### config.mk
export PLATFORM = sky130hd
export DESIGN_NAME = matrix_show_ctrl
export DESIGN_NICKNAME = d
export VERILOG_FILES = /design/src/rtl/matrix_show_ctrl_pkg.sv /design/src/rtl/matrix_show_ctrl_prompt_fifo.sv /design/src/rtl/matrix_show_ctrl.sv
export SDC_FILE = /design/constraint.sdc
export NUM_CORES = 1
export LEC_CHECK = 0
export ABC_AREA = 0
export BUFFER_PORTS_ARGS = -buffer_cell sky130_fd_sc_hd__buf_2
export CORE_MARGIN = 2
export CORE_UTILIZATION = 40
export DETAILED_ROUTE_END_ITERATION = 8
export MAX_ROUTING_LAYER = met4
export PLACE_DENSITY_LB_ADDON = 0.1
export SYNTH_ARGS = -nofsm -noshare
export SYNTH_HDL_FRONTEND = slang
export SYNTH_HIERARCHICAL = 1
export SYNTH_SLANG_ARGS = --single-unit
export TNS_END_PERCENT = 1
### constraint.sdc
create_clock -name clk -period 8.31 [get_ports clk]
set_input_delay 0.831 -clock clk [delete_from_list [all_inputs] [get_ports clk]]
set_output_delay 0.831 -clock clk [all_outputs]
set_load 0.01 [all_outputs]
### src/rtl/matrix_show_ctrl_pkg.sv
// Shared types and constants for the SHOW query sequencer: FSM states,
// prompt codes, ASCII constants and the received-byte classifier.
package matrix_show_ctrl_pkg;

  typedef enum logic [2:0] {
    ST_IDLE,
    ST_WAIT_M,
    ST_WAIT_N,
    ST_WAIT_SEL,
    ST_PREP,
    ST_ARM,
    ST_WAIT_TX
  } state_e;

  localparam logic [1:0] PR_ASK_M   = 2'd0;
  localparam logic [1:0] PR_ASK_N   = 2'd1;
  localparam logic [1:0] PR_ASK_SEL = 2'd2;
  localparam logic [1:0] PR_ERR     = 2'd3;

  localparam logic [7:0] ASCII_0  = 8'h30;
  localparam logic [7:0] ASCII_SP = 8'h20;
  localparam logic [7:0] ASCII_CR = 8'h0D;
  localparam logic [7:0] ASCII_LF = 8'h0A;

  typedef enum logic [1:0] {
    CC_WS,
    CC_DIGIT,
    CC_OTHER
  } char_class_e;

  function automatic char_class_e char_class(input logic [7:0] b);
    if (b == ASCII_SP || b == ASCII_CR || b == ASCII_LF) return CC_WS;
    if (b >= ASCII_0 && b <= ASCII_0 + 8'd9) return CC_DIGIT;
    return CC_OTHER;
  endfunction

endpackage

### src/rtl/matrix_show_ctrl_prompt_fifo.sv
// Two-entry prompt-code FIFO. Accepts up to two pushes per cycle (a before b);
// a pop in the same cycle frees space first, and pushes that do not fit are dropped.
module matrix_show_ctrl_prompt_fifo (
  input  logic       clk,
  input  logic       rst_n,
  input  logic       flush_i,
  input  logic       push_a_i,
  input  logic [1:0] din_a_i,
  input  logic       push_b_i,
  input  logic [1:0] din_b_i,
  input  logic       pop_i,
  output logic [1:0] dout_o,
  output logic       empty_o,
  output logic       full_o
);

  logic [1:0][1:0] mem_q, mem_d;
  logic [1:0]      cnt_q, cnt_d;

  always_comb begin
    mem_d = mem_q;
    cnt_d = cnt_q;
    if (pop_i && cnt_d != 2'd0) begin
      mem_d[0] = mem_d[1];
      cnt_d    = cnt_d - 2'd1;
    end
    if (push_a_i && cnt_d != 2'd2) begin
      if (cnt_d == 2'd0) mem_d[0] = din_a_i;
      else               mem_d[1] = din_a_i;
      cnt_d = cnt_d + 2'd1;
    end
    if (push_b_i && cnt_d != 2'd2) begin
      if (cnt_d == 2'd0) mem_d[0] = din_b_i;
      else               mem_d[1] = din_b_i;
      cnt_d = cnt_d + 2'd1;
    end
    if (flush_i) cnt_d = '0;
  end

  always_ff @(posedge clk or negedge rst_n) begin
    if (!rst_n) begin
      mem_q <= '0;
      cnt_q <= '0;
    end else begin
      mem_q <= mem_d;
      cnt_q <= cnt_d;
    end
  end

  assign dout_o  = mem_q[0];
  assign empty_o = (cnt_q == 2'd0);
  assign full_o  = (cnt_q == 2'd2);

endmodule

### src/rtl/matrix_show_ctrl.sv
// SHOW sequencer: parses an ASCII "m n s" query and drives the matrix store
// selection plus the ShowUartTx send/prompt start handshakes.
module matrix_show_ctrl
  import matrix_show_ctrl_pkg::*;
#(
  parameter int unsigned MAX_DIM        = 5,
  parameter int unsigned SLOTS          = 4,
  parameter int unsigned TIMEOUT_CYCLES = 1_000_000_000,
  parameter int unsigned CW             = $clog2(SLOTS + 1)
) (
  input  logic          clk,
  input  logic          rst_n,
  input  logic          enable,
  input  logic [7:0]    rx_data,
  input  logic          rx_done,
  input  logic [CW-1:0] store_count,
  input  logic          tx_busy,
  input  logic          line_busy,
  output logic [7:0]    req_m,
  output logic [7:0]    req_n,
  output logic [CW-1:0] cursor,
  output logic          send_start,
  output logic          prompt_start,
  output logic [1:0]    prompt_sel,
  output logic          err_pulse,
  output logic          active
);

  localparam int unsigned TW = (TIMEOUT_CYCLES > 2) ? $clog2(TIMEOUT_CYCLES) : 1;

  state_e        state_q, state_d;
  logic [7:0]    req_m_q, req_m_d, req_n_q, req_n_d;
  logic [CW-1:0] sel_q, sel_d, cursor_q, cursor_d, last_q, last_d;
  logic [TW-1:0] tmo_q, tmo_d;
  logic          seen_q, seen_d, send_q, send_d, prompt_q, prompt_d, err_q, err_d;
  logic [1:0]    psel_q, psel_d;

  logic          push_a, push_b, flush, pop, f_empty, f_full;
  logic [1:0]    din_a, din_b, f_head;
  logic          is_digit, is_ws, rx_tok, tmo_hit;
  logic [7:0]    v8;

  assign is_digit = (char_class(rx_data) == CC_DIGIT);
  assign is_ws    = (char_class(rx_data) == CC_WS);
  assign v8       = rx_data - ASCII_0;
  assign rx_tok   = rx_done && !is_ws;
  assign tmo_hit  = (tmo_q == TW'(TIMEOUT_CYCLES - 1));

  // A registered start pulse reaches tx_busy one cycle late, so hold off
  // further launches while either pulse is still on the wire.
  assign pop = enable && !f_empty && !tx_busy && !line_busy && !prompt_q && !send_q &&
               state_q != ST_ARM && state_q != ST_WAIT_TX;

  always_comb begin
    state_d  = state_q;
    req_m_d  = req_m_q;
    req_n_d  = req_n_q;
    sel_d    = sel_q;
    cursor_d = cursor_q;
    last_d   = last_q;
    seen_d   = seen_q;
    send_d   = 1'b0;
    err_d    = 1'b0;
    push_a   = 1'b0;
    din_a    = PR_ASK_M;
    push_b   = 1'b0;
    din_b    = PR_ASK_M;
    flush    = 1'b0;
    tmo_d    = tmo_q + TW'(1);

    if (!enable) begin
      state_d = ST_IDLE;
      flush   = 1'b1;
    end else begin
      unique case (state_q)
        ST_IDLE: begin
          push_a  = 1'b1;
          din_a   = PR_ASK_M;
          state_d = ST_WAIT_M;
        end
        ST_WAIT_M: begin
          if (rx_tok) begin
            if (is_digit && v8 >= 8'd1 && v8 <= 8'(MAX_DIM)) begin
              req_m_d = v8;
              push_a  = 1'b1;
              din_a   = PR_ASK_N;
              state_d = ST_WAIT_N;
            end else begin
              err_d  = 1'b1;
              push_a = 1'b1;
              din_a  = PR_ERR;
              push_b = 1'b1;
              din_b  = PR_ASK_M;
            end
          end
        end
        ST_WAIT_N: begin
          if (rx_tok) begin
            if (is_digit && v8 >= 8'd1 && v8 <= 8'(MAX_DIM)) begin
              req_n_d = v8;
              push_a  = 1'b1;
              din_a   = PR_ASK_SEL;
              state_d = ST_WAIT_SEL;
            end else begin
              err_d  = 1'b1;
              push_a = 1'b1;
              din_a  = PR_ERR;
              push_b = 1'b1;
              din_b  = PR_ASK_N;
            end
          end else if (tmo_hit) begin
            err_d   = 1'b1;
            push_a  = 1'b1;
            din_a   = PR_ASK_M;
            state_d = ST_WAIT_M;
          end
        end
        ST_WAIT_SEL: begin
          if (rx_tok) begin
            if (is_digit && v8 <= 8'(SLOTS)) begin
              sel_d   = CW'(v8);
              state_d = ST_PREP;
            end else begin
              err_d  = 1'b1;
              push_a = 1'b1;
              din_a  = PR_ERR;
            end
          end else if (tmo_hit) begin
            err_d   = 1'b1;
            push_a  = 1'b1;
            din_a   = PR_ASK_M;
            state_d = ST_WAIT_M;
          end
        end
        ST_PREP: begin
          if (store_count == '0 || sel_q > store_count) begin
            err_d   = 1'b1;
            push_a  = 1'b1;
            din_a   = PR_ERR;
            state_d = ST_WAIT_M;
          end else begin
            cursor_d = (sel_q == '0) ? '0 : sel_q - CW'(1);
            last_d   = (sel_q == '0) ? store_count - CW'(1) : sel_q - CW'(1);
            state_d  = ST_ARM;
          end
        end
        ST_ARM: begin
          if (!tx_busy && !line_busy && f_empty && !prompt_q) begin
            send_d  = 1'b1;
            seen_d  = 1'b0;
            state_d = ST_WAIT_TX;
          end
        end
        ST_WAIT_TX: begin
          if (!seen_q) begin
            if (tx_busy) seen_d = 1'b1;
          end else if (!tx_busy) begin
            if (cursor_q == last_q) begin
              push_a  = 1'b1;
              din_a   = PR_ASK_M;
              state_d = ST_WAIT_M;
            end else begin
              cursor_d = cursor_q + CW'(1);
              state_d  = ST_ARM;
            end
          end
        end
        default: state_d = ST_IDLE;
      endcase
    end

    if (state_d != state_q || rx_tok ||
        (state_q != ST_WAIT_N && state_q != ST_WAIT_SEL)) begin
      tmo_d = '0;
    end

    prompt_d = pop;
    psel_d   = pop ? f_head : psel_q;
  end

  always_ff @(posedge clk or negedge rst_n) begin
    if (!rst_n) begin
      state_q  <= ST_IDLE;
      req_m_q  <= 8'd1;
      req_n_q  <= 8'd1;
      sel_q    <= '0;
      cursor_q <= '0;
      last_q   <= '0;
      tmo_q    <= '0;
      seen_q   <= 1'b0;
      send_q   <= 1'b0;
      prompt_q <= 1'b0;
      err_q    <= 1'b0;
      psel_q   <= PR_ASK_M;
    end else begin
      state_q  <= state_d;
      req_m_q  <= req_m_d;
      req_n_q  <= req_n_d;
      sel_q    <= sel_d;
      cursor_q <= cursor_d;
      last_q   <= last_d;
      tmo_q    <= tmo_d;
      seen_q   <= seen_d;
      send_q   <= send_d;
      prompt_q <= prompt_d;
      err_q    <= err_d;
      psel_q   <= psel_d;
    end
  end

  matrix_show_ctrl_prompt_fifo u_prompt_fifo (
    .clk      (clk),
    .rst_n    (rst_n),
    .flush_i  (flush),
    .push_a_i (push_a && (!f_full || pop)),
    .din_a_i  (din_a),
    .push_b_i (push_b),
    .din_b_i  (din_b),
    .pop_i    (pop),
    .dout_o   (f_head),
    .empty_o  (f_empty),
    .full_o   (f_full)
  );

  assign req_m        = req_m_q;
  assign req_n        = req_n_q;
  assign cursor       = cursor_q;
  assign send_start   = send_q;
  assign prompt_start = prompt_q;
  assign prompt_sel   = psel_q;
  assign err_pulse    = err_q;
  assign active       = (state_q != ST_IDLE);

endmodule

# --- After elaboration in Yosys (flattened, before gate mapping) ---
# Cells that the tools add are included.
word_totals:
  regBits: 70
  latch_bits: 0
  mem_bits_rw: 0
  romBits: 0
  in_bits: 17
  out_inout_bits: 25
  wordCells: 184
  n_memories: 0
op_classes:
  add_sub_neg: 8
  multipliers: 0
  div_mod_pow: 0
  magnitude_cmp: 6
  n_eq_ne: 25
  shifts: 0
  n_mux: 78
  n_bitwise: 1
  n_reduce_logical: 51
ops:
  columns: ["cell", "n"]
  rows:
  - ["3-bit 2-to-1 mux", 19]
  - ["2-bit 2-to-1 mux", 20]
  - ["30-bit by 1-bit adder with 30-bit output, second input constant", 1]
  - ["30-bit equality test, second input constant", 1]
  - ["1-bit 2-to-1 mux", 30]
  - ["30-bit 2-to-1 mux", 1]
  - ["3-bit case mux with 7 select lines", 1]
  - ["1-bit logical AND", 20]
  - ["8-bit by 4-bit equality test with 1-bit output, second input constant", 2]
  - ["8-bit by 3-bit <= comparator with 1-bit output, second input constant", 2]
  - ["2-bit inequality test, second input constant", 7]
  - ["4-bit AND reduction", 3]
  - ["3-bit equality test, second input constant", 3]
  - ["3-bit logical NOT", 3]
  - ["8-bit by 6-bit equality test with 1-bit output, second input constant", 1]
  - ["8-bit by 1-bit greater-or-equal comparator with 1-bit output, second input constant", 1]
  - ["8-bit by 6-bit greater-or-equal comparator with 1-bit output, second input constant", 1]
  - ["8-bit by 6-bit <= comparator with 1-bit output, second input constant", 1]
  - ["2-bit logical NOT", 4]
  - ["4-bit 2-to-1 mux", 2]
  - ["2-bit case mux with 4 select lines", 1]
  - ["8-bit by 6-bit subtractor with 8-bit output, second input constant", 1]
  - ["1-bit logical NOT", 7]
  - ["3-bit by 2-bit equality test with 1-bit output, second input constant", 2]
  - ["other kinds (23)", 35]

# --- Logic depth before layout (Yosys ltp) ---
# Gate-level depths: netlist (run 1).
logic_depth:
  ltp_word: 20
  mapped_depth: 15
  depth_no_buf: 13

# --- Cells and area by module ---
# Netlist (run 1), hierarchy kept.
by_module_without_submodules:
  columns: ["module", "n_inst", "cells_each", "area_per_inst_um2", "seq_area_each_um2"]
  rows:
  - ["matrix_show_ctrl", 1, 390, 3812.4, 1604.0]
  - ["matrix_show_ctrl_prompt_fifo", 1, 57, 564.3, 150.1]

# --- Worst setup path after synthesis (run 1) ---
# Ideal clock, no wire load.
synth_timing:
  path_kind: "input -> register"
  from: "input port rx_data[4]"
  to: "register u_prompt_fifo.mem_q (netlist bit u_prompt_fifo/dout_o[0])"
  setup_time_ps: 125
  arrival_ps: 3157
  t_required_ps: 8185
  setup_slack_ps: 5028
  cell_stages: 14
  n_path_buf: 2
  path_cell_list: "inv_1 -> ha_1 -> and3_1 -> o211ai_1 -> and2_1 -> buf_4 -> a21oi_1 -> o21a_1 -> a21oi_1 -> clkbuf_1 -> nand2_1 -> nor2_2 -> mux2_1 -> mux2_2"
synth_rtl:
  columns: ["element", "line", "source"]
  rows:
  - ["start, declared", "matrix_show_ctrl.sv:14", "input logic [7:0] rx_data,"]
  - ["end signal, assigned", "matrix_show_ctrl_prompt_fifo.sv:45", "mem_q <= mem_d;"]
  - ["end, declared", "matrix_show_ctrl_prompt_fifo.sv:17", "logic [1:0][1:0] mem_q, mem_d;"]

==> impl_metrics.ini, run 1 <==
[outcome]
outcome = finished clean

[synthesis]
synth.cell_area_sq_um = 4377
synthArstFlopShare_pct = 100.0
syn_area_per_cell_sq_um = 9.791
ys_seq_area_share_pct = 40.08
synth_edf_count = 0
yosys_warnings = 6
synth-main-ff-cell = dfrtp_1
synth_cells = 447
synth_seq_cells = 70
ys_types = 75

[global_routing]
grt_pass1_vias = 3291
antenna_found_initial = 0
track_usage_pct = 18.37
grt_max_degree = 71
grt_overflow = 0
grt_pass1_wl_um = 16440

[layout]
drive_above_1_share_pct = 21.93
num-nets-final = 518
num-fill-cells = 1087
layout_common_cells = dfrtp_1 (68), buf_2 (41), nor2_1 (38)
area_growth_pct = 11.21
final_util_pct = 45.30
antennaDiodeCount = 0
final_common_cell = dfrtp_1

[floorplan]
core_sq_um = 10750
die_x_um = 108.6
io_pins = 42
die_h_um = 108.6
initial_utilization_pct = 40.73
dieArea_sq_um = 11790
row_count = 38

[power]
ir_drop_uv = 99.59
power_density_nw_per_um2 = 161.0
leakage_nw = 2.219
power.total_mw = 0.7836

[cts]
cts-hold-fix-buffers = 0
cts_root_buf = clkbuf_8
cts_buffer_depth = 2
htree_levels = 3
cts_resized = 0
clock_latency_ns = 0.36
postCtsSetupRepairBufs = 0
tritoncts = done
clk_pin_slew_ns = 0.09
cts.sinks = 70
cts_buffers = 9

[drt]
drt_iter0_drc = 115
drt_drc_violations_left = 0
vias = 3374
postRouteAntennaNets = 0
dr.pass1.iters = 4
wl_per_cell_um = 15.33
routed_wl_um = 9626
drt-vias-per-instance = 5.373

[timing]
rsz0062_at_grt = false
setup_violations = 0
drv_slew = 0
finalSetupTns_ns = 0
fmax_ghz = 0.2715
slew_headroom_pct = 38.44
finalHoldViolations = 0
worst_pin_slew_ns = 0.9233
skew_ns = 0.008945
layout_min_cycle_time_ns = 3.683
fin_crit_sh_pct = 44.32

[placement]
gp_congestion = 0.8693
portBuffers = 41
place_hpwl_um = 6722

[setup_path]
cp-start-kind = register
worstSetupPathType = reg -> reg
worstSetupEndpointType = register
crit_fanout = 11
worstPathRequired_ns = 8.55
crit_arrival_ns = 3.93

[worst_hold_path]
hp-class = reg -> reg

[job]
max_cap_violations = 0
-- per-stage QoR --
stage	hold slack [ns]	instance area, sq um	std cells	worst slack, ns
final	0.4874	4867	628	4.627
after global routing	0.5165	4867	628	4.231
after CTS	0.4935	4867	628	4.610
after detailed placement	0.4657	4666	612	4.385
after global placement	0.4643	4666	612	4.482
after floorplan	0.4617	4380	448	5.028
-- cell usage after synthesis, types with 6 or more instances --
| cell | n | share of area [%] |
|---|---|---|
| o21ai_0 | 15 | 1.7 |
| clkbuf_1 | 9 | 0.77 |
| nand3_1 | 19 | 2.2 |
| ha_1 | 18 | 5.1 |
| and3_1 | 6 | 0.86 |
| nor2b_1 | 9 | 1.3 |
| nand2_1 | 34 | 2.9 |
| mux2_2 | 13 | 3.3 |
| nor2_1 | 38 | 3.3 |
| mux2i_1 | 6 | 1.4 |
| xnor2_1 | 13 | 2.6 |
| nor3_1 | 27 | 3.1 |
| a21oi_1 | 12 | 1.4 |
| xor2_1 | 21 | 4.2 |
| nor4_1 | 6 | 0.86 |
| a31oi_1 | 6 | 0.86 |
| and2_1 | 9 | 1.3 |
| nand4_1 | 11 | 1.6 |
| inv_1 | 18 | 1.5 |
| dfrtp_1 | 68 | 39 |
-- cell type report --
cell class	instances	area (sq um)	share of cell area, %
well taps	140	175.2	3.599
repair buffers	43	220.2	4.524
multi-input cells	341	2449	50.31
clock buffers	9	123.9	2.545
clock inverters	7	77.57	1.594
inverters	18	67.56	1.388
flip-flops and latches	70	1754	36.04
-- kinds of logic (layout without fill, tap and decap cells) --
family | Yosys count | count (layout) | synth area share (%)
AO/OA/AOI/OAI | 61 | 61 | 10.44
adder cells (fa/ha/maj) | 18 | 18 | 5.146
XOR/XNOR | 35 | 35 | 7.176
AND/OR/NAND/NOR | 199 | 199 | 26.16
buffers and inverters | 37 | 77 | 4.059
other | 1 | 2 | 0.08568
multiplexers | 26 | 26 | 6.861
flip-flops | 70 | 70 | 40.08
-- routing by layer --
layer | GRT usage, % | vias up | wire, um
li1 | - | 1660 | -
met5 | - | - | 0
met3 | 3.797 | 18 | 390
met1 | 24.89 | 1626 | 4777
met4 | 7.326 | 0 | 221
met2 | 26.83 | 70 | 4237
-- worst max-delay path: stages, from the launching register on --
cell and delay [ns]:
dfrtp_1 0.60, inv_1 0.14, ha_1 0.31, nor2_1 0.13, nand3_1 0.08, a21oi_1 0.62, o221ai_1 0.21, a21oi_1 0.57
nand2_1 0.13, nor2_2 0.17, mux2_1 0.34, mux2_2 0.26
-- path summary, 6_finish.rpt --
check / slack, ns / end / cells after the start / start
hold / removal: 0.49 / req_n[3]$_DFFE_PN0P_ / 1 / req_n[3]$_DFFE_PN0P_
setup reg to reg: 4.63 / u_prompt_fifo/dout_o[0]$_DFF_PN0_ / 11 / u_prompt_fifo/cnt_q[0]$_DFF_PN0_
max in group asynchronous: 7.03 / req_n[2]$_DFFE_PN0P_ / 2 / rst_n
min in group asynchronous: 0.66 / last_q[1]$_DFFE_PN0P_ / 2 / rst_n
hold reg to reg: 0.49 / req_n[3]$_DFFE_PN0P_ / 1 / req_n[3]$_DFFE_PN0P_
setup / recovery: 4.63 / u_prompt_fifo/dout_o[0]$_DFF_PN0_ / 11 / u_prompt_fifo/cnt_q[0]$_DFF_PN0_
-- power by group --
| group | internal [mW] | switching, mW | leakage, nW |
|---|---|---|---|
| sequential | 0.355 | 0.0136 | 0.963 |
| clock | 0.142 | 0.149 | 0.101 |
| combinational | 0.0544 | 0.0699 | 1.15 |
-- flip-flops by register name, indices dropped and copies added (netlist names), 2 cells and up --
register              count
last_q                    3
u_prompt_fifo/mem_q       2
u_prompt_fifo/cnt_q       2
cursor                    3
state_q                   3
req_m                     8
u_prompt_fifo/dout_o      2
prompt_sel                2
tmo_q                    30
sel_q                     3
req_n                     8
No activity file was read; power rests on OpenSTA's default activity.
==> inputs of run 2 (changes only) <==
- ABC_AREA: 0 -> 1
- clock period: 8.31 -> 3.9 ns (I/O delays scaled with it)
==> impl_metrics.ini, run 2 <==
[global_routing]
antenna_found_initial = 0
grt_max_degree = 71
track_usage_pct = 19.05
grt_pass1_vias = 3856
grt_overflow = 0
grt_pass1_wl_um = 17480

[timing]
skew_ns = 0.007208
whs_ns = 0.1769
finalSetupTns_ns = 0
slew_headroom_pct = 39.28
worst_pin_slew_ns = 0.9108
drv_slew = 0
layout_min_cycle_time_ns = 2.597
setup_ws_ns = 1.303
fmax_ghz = 0.3851
finalHoldViolations = 0
setup_violations = 0
rsz0062_at_grt = false
fin_crit_sh_pct = 66.58

[setup_path]
critical_path.cell_chain = inv_1 -> ha_1 -> nor4_1 -> nand2_1 -> nor3_1 -> buf_4 -> nor2_1 -> a211oi_1 -> o21ai_0 -> inv_1 -> nand3_4 -> nand2_2 -> nand2_2 -> nor2_4 -> nand2_1 -> nand2_1 -> nand2_1
crit_arrival_ns = 2.83
worstPathRequired_ns = 4.13
cpPeakStageDelay_ns = 0.36
cp_num_buf_inv = 3
crit_family = simple AND/OR/NAND/NOR gates
r2r-start = u_prompt_fifo/cnt_q[0]$_DFF_PN0_
crit_path_start = u_prompt_fifo/cnt_q[0]$_DFF_PN0_
path_common_cell = nand2_1
worstSetupPathType = reg -> reg
cp-start-kind = register
worstSetupEndpointType = register
crit_fanout = 9
slowest_stage = dfrtp_1

[worst_hold_path]
hp-class = in -> async

[layout]
antennaDiodeCount = 0
final_common_cell = nand2_1
num-fill-cells = 1145
stdcell_count = 812
drive_above_1_share_pct = 15.63
largest_reg_flops = 30
num-nets-final = 702
multiInputGateArea_sq_um = 2362
final_area_sq_um = 5146
layout_common_cells = nand2_1 (146), nor2_1 (102), inv_1 (88)
largest-register = tmo_q
final_util_pct = 47.06
regArea_sq_um = 1754
area_growth_pct = 13.78

[power]
pwr-share-seq_pct = 42.9
p_comb_share_pct = 12.8
p_int_mw = 1.273
ir_drop_uv = 181.9
power.total_mw = 1.788
clkPwrFrac_pct = 44.3
leakage_nw = 2.494
p_sw_share_pct = 28.84
power_density_nw_per_um2 = 347.5
p_sw_mw = 0.5158

[cts]
cts_resized = 0
htree_levels = 3
cts_root_buf = clkbuf_16
cts_buffers = 9
postCtsSetupRepairBufs = 0
cts.sinks = 70
clk_pin_slew_ns = 0.06
clock_latency_ns = 0.34
cts_buffer_depth = 2
tritoncts = done
cts-hold-fix-buffers = 0

[placement]
place_area_sq_um = 4860
place_inst = 796
post-place-ws_ns = 1.152
place_hpwl_um = 7763
gp_congestion = 0.9478
portBuffers = 41

[synthesis]
synthTopCellsByArea = dfrtp_1 (38%), nand2_1 (12%), nor2_1 (8.5%), inv_1 (7.3%), ha_1 (5.0%)
ys_seq_area_share_pct = 38.78
synth-main-ff-cell = dfrtp_1
synth.cell_area_sq_um = 4523
synth_largest_area_cell = dfrtp_1
synth_top_area_share_pct = 37.62
synth_seq_cells = 70
yosys_warnings = 6
yosys-top-cells-count = nand2_1 (146), nor2_1 (102), inv_1 (88)
synth.most_common_cell = nand2_1
synth_edf_count = 0
syn_area_per_cell_sq_um = 7.295
synth_cells = 620
synthArstFlopShare_pct = 100.0
ys_types = 37

[floorplan]
die_h_um = 110.3
initial_utilization_pct = 41.36
io_pins = 42
row_count = 38
die_x_um = 110.3
dieArea_sq_um = 12170
core_sq_um = 10940

[drt]
postRouteAntennaNets = 0
routed_wl_um = 10260
wl_per_cell_um = 12.63
drt_iter0_drc = 156
vias = 3959
drt_drc_violations_left = 0
dr.pass1.iters = 4
drt-vias-per-instance = 4.876

[job]
max_cap_violations = 0

[outcome]
outcome = finished clean
-- run 2: cell types whose count changed in the layout (fill, tap and decap cells not counted), moves of 11 or more --
cell	change
nor2_2	+12
nand2_1	+112
nand3_1	+12
inv_1	+70
nor2_1	+64
mux2_2	-11
o21ai_0	+15
nor3_1	-14
-- run 2: cell families (layout without fill, tap and decap cells) --
kind of cell / after synthesis / count (layout) / share of synthesized area (%)
AOI/OAI and AO/OA: 55 / 55 / 6.805
xor gates and xnor gates: 26 / 26 / 5.035
adders and majority gates: 18 / 18 / 4.979
buffers and inverters: 101 / 152 / 9.073
DFF: 70 / 70 / 38.78
muxes: 2 / 2 / 0.4979
other: 1 / 2 / 0.08291
and+or+nand+nor: 347 / 347 / 34.74
-- run 2: power by group through the flow --
stage	clock network, mW	registers [mW]	logic (mW)
2_1_floorplan	0	0.781	0.163
3_3_place_gp	0	0.781	0.225
3_5_place_dp	0	0.781	0.231
4_1_cts	0.821	0.768	0.231
5_1_grt	0.850	0.772	0.265
6_report	0.792	0.768	0.228
-- run 2: routing by layer --
layer	global-route usage (%)	share of wire [%]	vias up
li1	-	-	2044
met3	3.292	3.5	12
met4	7.946	1.8	0
met2	29.18	45	81
met5	-	0	-
met1	25.00	50	1822
-- run 2: final timing paths --
path	endpoint	slack, ns	cells after the start
worst min-delay path	tmo_q[16]$_DFF_PN0_	0.18	1
worst min register to register	tmo_q[0]$_DFF_PN0_	0.48	1
max in group asynchronous	tmo_q[15]$_DFF_PN0_	3.13	1
worst max-delay path	u_prompt_fifo/dout_o[0]$_DFF_PN0_	1.30	17
min in group clk	seen_q$_DFFE_PN0P_	0.33	3
worst max register to register	u_prompt_fifo/dout_o[0]$_DFF_PN0_	1.30	17
-- run 2: worst reg2reg max path: cells and delay by family, from the launching register on --
| family | cells | cell delay, ns |
|---|---|---|
| AO/OA/AOI/OAI | 2 | 0.26 |
| adder cells (fa/ha/maj) | 1 | 0.25 |
| buffers and inverters | 3 | 0.45 |
| flip-flops | 1 | 0.36 |
| AND/OR/NAND/NOR | 11 | 1.17 |
-- run 2: final cells by class --
cell class              instances  area share [%]
clock buffers                   9           4.376
clock inverters                 7           1.191
inverters                      94           6.856
multi-input cells             450           45.90
flip-flops and latches         70           34.09
well taps                     140           3.404
repair buffers                 42           4.182
==> inputs of run 3 (changes only) <==
- ABC_AREA: 1 -> 0
- clock period: 3.9 -> 2.2 ns (I/O delays scaled with it)
==> impl_metrics.ini, run 3 (synthesis results as in run 1) <==
[timing]
fin_crit_sh_pct = 120.8
whs_ns = 0.2570
drv_slew = 0
slew_headroom_pct = 62.59
finalSetupTns_ns = -2.589
worst_pin_slew_ns = 0.5568
rsz0062_at_grt = true
setup_ws_ns = -0.4584
layout_min_cycle_time_ns = 2.658
fmax_ghz = 0.3762
finalHoldViolations = 0
skew_ns = 0.008748
setup_violations = 6

[layout]
final_area_sq_um = 6031
final_common_cell = buf_4
stdcell_count = 753
num-nets-final = 643
drive_above_1_share_pct = 41.44
final_util_pct = 56.12
multiInputGateArea_sq_um = 2633
layout_common_cells = buf_4 (121), dfrtp_1 (68), buf_2 (41)
largest_reg_flops = 30
regArea_sq_um = 1754
num-fill-cells = 995
largest-register = tmo_q
area_growth_pct = 37.79
antennaDiodeCount = 0

[setup_path]
worstSetupEndpointType = register
worstPathRequired_ns = 2.44
r2r_cells = 12
rr_endpoint = u_prompt_fifo/dout_o[0]$_DFF_PN0_
critical_path.cell_chain = ha_2 -> and4_4 -> nand3_4 -> nor4_4 -> a21oi_1 -> o21a_1 -> a21oi_2 -> buf_6 -> nand2_4 -> nor2_4 -> mux2_4 -> mux2_4
worstSetupPathType = reg -> reg
crit_arrival_ns = 2.90
slowest_stage = dfrtp_1
cp_num_buf_inv = 1
path_common_cell = mux2_4
crit_fanout = 7
cpPeakStageDelay_ns = 0.38
cp-start-kind = register
crit_family = simple AND/OR/NAND/NOR gates
r2r-start = tmo_q[0]$_DFF_PN0_
ff2ff_setup_slack_ns = -0.46

[drt]
postRouteAntennaNets = 0
wl_per_cell_um = 14.97
routed_wl_um = 11270
drt-vias-per-instance = 5.070
drt_iter0_drc = 135
dr.pass1.iters = 4
vias = 3818
drt_drc_violations_left = 0

[global_routing]
grt_max_degree = 71
grt_overflow = 0
antenna_found_initial = 0
grt_pass1_vias = 3930
track_usage_pct = 21.77
grt_pass1_wl_um = 19410

[floorplan]
row_count = 38
initial_utilization_pct = 40.73
core_sq_um = 10750
die_h_um = 108.6
io_pins = 42
dieArea_sq_um = 11790
die_x_um = 108.6

[power]
ir_drop_uv = 323.7
power_density_nw_per_um2 = 534.4
leakage_nw = 2.896
power.total_mw = 3.223

[worst_hold_path]
min_path_cells = 4
hp-class = in -> reg
whs_endpoint = seen_q$_DFFE_PN0P_
worstHoldStart = tx_busy

[cts]
cts.sinks = 70
clk_pin_slew_ns = 0.08
tritoncts = done
htree_levels = 3
cts_buffer_depth = 2
cts_buffers = 9
clock_latency_ns = 0.36
cts_root_buf = clkbuf_8

[placement]
portBuffers = 41
post-place-ws_ns = -0.5849
gp_congestion = 0.8702
place_area_sq_um = 5665
place_inst = 728
place_hpwl_um = 8390

[outcome]
violations = setup timing
outcome = finished with violations

[job]
max_cap_violations = 0
[run 3: cell type report]
| type | instances | area share [%] |
|---|---|---|
| multi-input combinational | 341 | 43.65 |
| sequential | 70 | 29.09 |
| timing repair buffer | 168 | 20.00 |
| tap | 140 | 2.905 |
| clock buffer | 13 | 2.469 |
| inverter | 18 | 1.162 |
| clock inverter | 3 | 0.7261 |
[run 3: what timing repair did]
item / in CTS / in global routing
endpoints found under the hold margin: 68 / 0
hold buffers: 1 / 0
endpoints found under the setup margin: 22 / 29
pin swaps: 9 / 4
buffers inserted: 8 / 0
resized for setup: 8 / 16
[run 3: worst max-delay path by stage]
stage                         from                           endpoint  slack (ns)  depth (start not counted)
5_1_grt         tmo_q[1]$_DFF_PN0_   u_prompt_fifo/cnt_q[1]$_DFF_PN0_       -0.67                         13
4_1_cts         tmo_q[1]$_DFF_PN0_  u_prompt_fifo/dout_o[0]$_DFF_PN0_       -0.46                         12
6_report        tmo_q[0]$_DFF_PN0_  u_prompt_fifo/dout_o[0]$_DFF_PN0_       -0.46                         12
3_3_place_gp   tmo_q[12]$_DFF_PN0_  u_prompt_fifo/dout_o[1]$_DFF_PN0_       -0.51                         11
2_1_floorplan  tmo_q[26]$_DFF_PN0_  u_prompt_fifo/dout_o[0]$_DFF_PN0_       -0.39                         11
3_5_place_dp   tmo_q[12]$_DFF_PN0_  u_prompt_fifo/dout_o[0]$_DFF_PN0_       -0.58                         11
[run 3: per-layer routing]
metal  global-route usage (%)  part of all wire (%)  vias up
li1                         -                     -     1912
met1                    29.31                    50     1844
met2                    33.08                    46       52
met3                    4.702                   2.7       10
met4                    6.136                  0.86        0
met5                        -                     0        -
[run 3: power breakdown]
group,internal [mW],switching [mW]
logic,0.412,0.379
registers,1.34,0.0371
clock network,0.557,0.497
[run 3: worst reg2reg max path, delay by kind of cell (launching register included)]
kind | cells | cell delay, ns
and+or+nand+nor | 5 | 0.80
DFF | 1 | 0.38
muxes | 2 | 0.56
buffers and inverters | 1 | 0.14
AOI/OAI and AO/OA | 3 | 0.47
adders and majority gates | 1 | 0.20
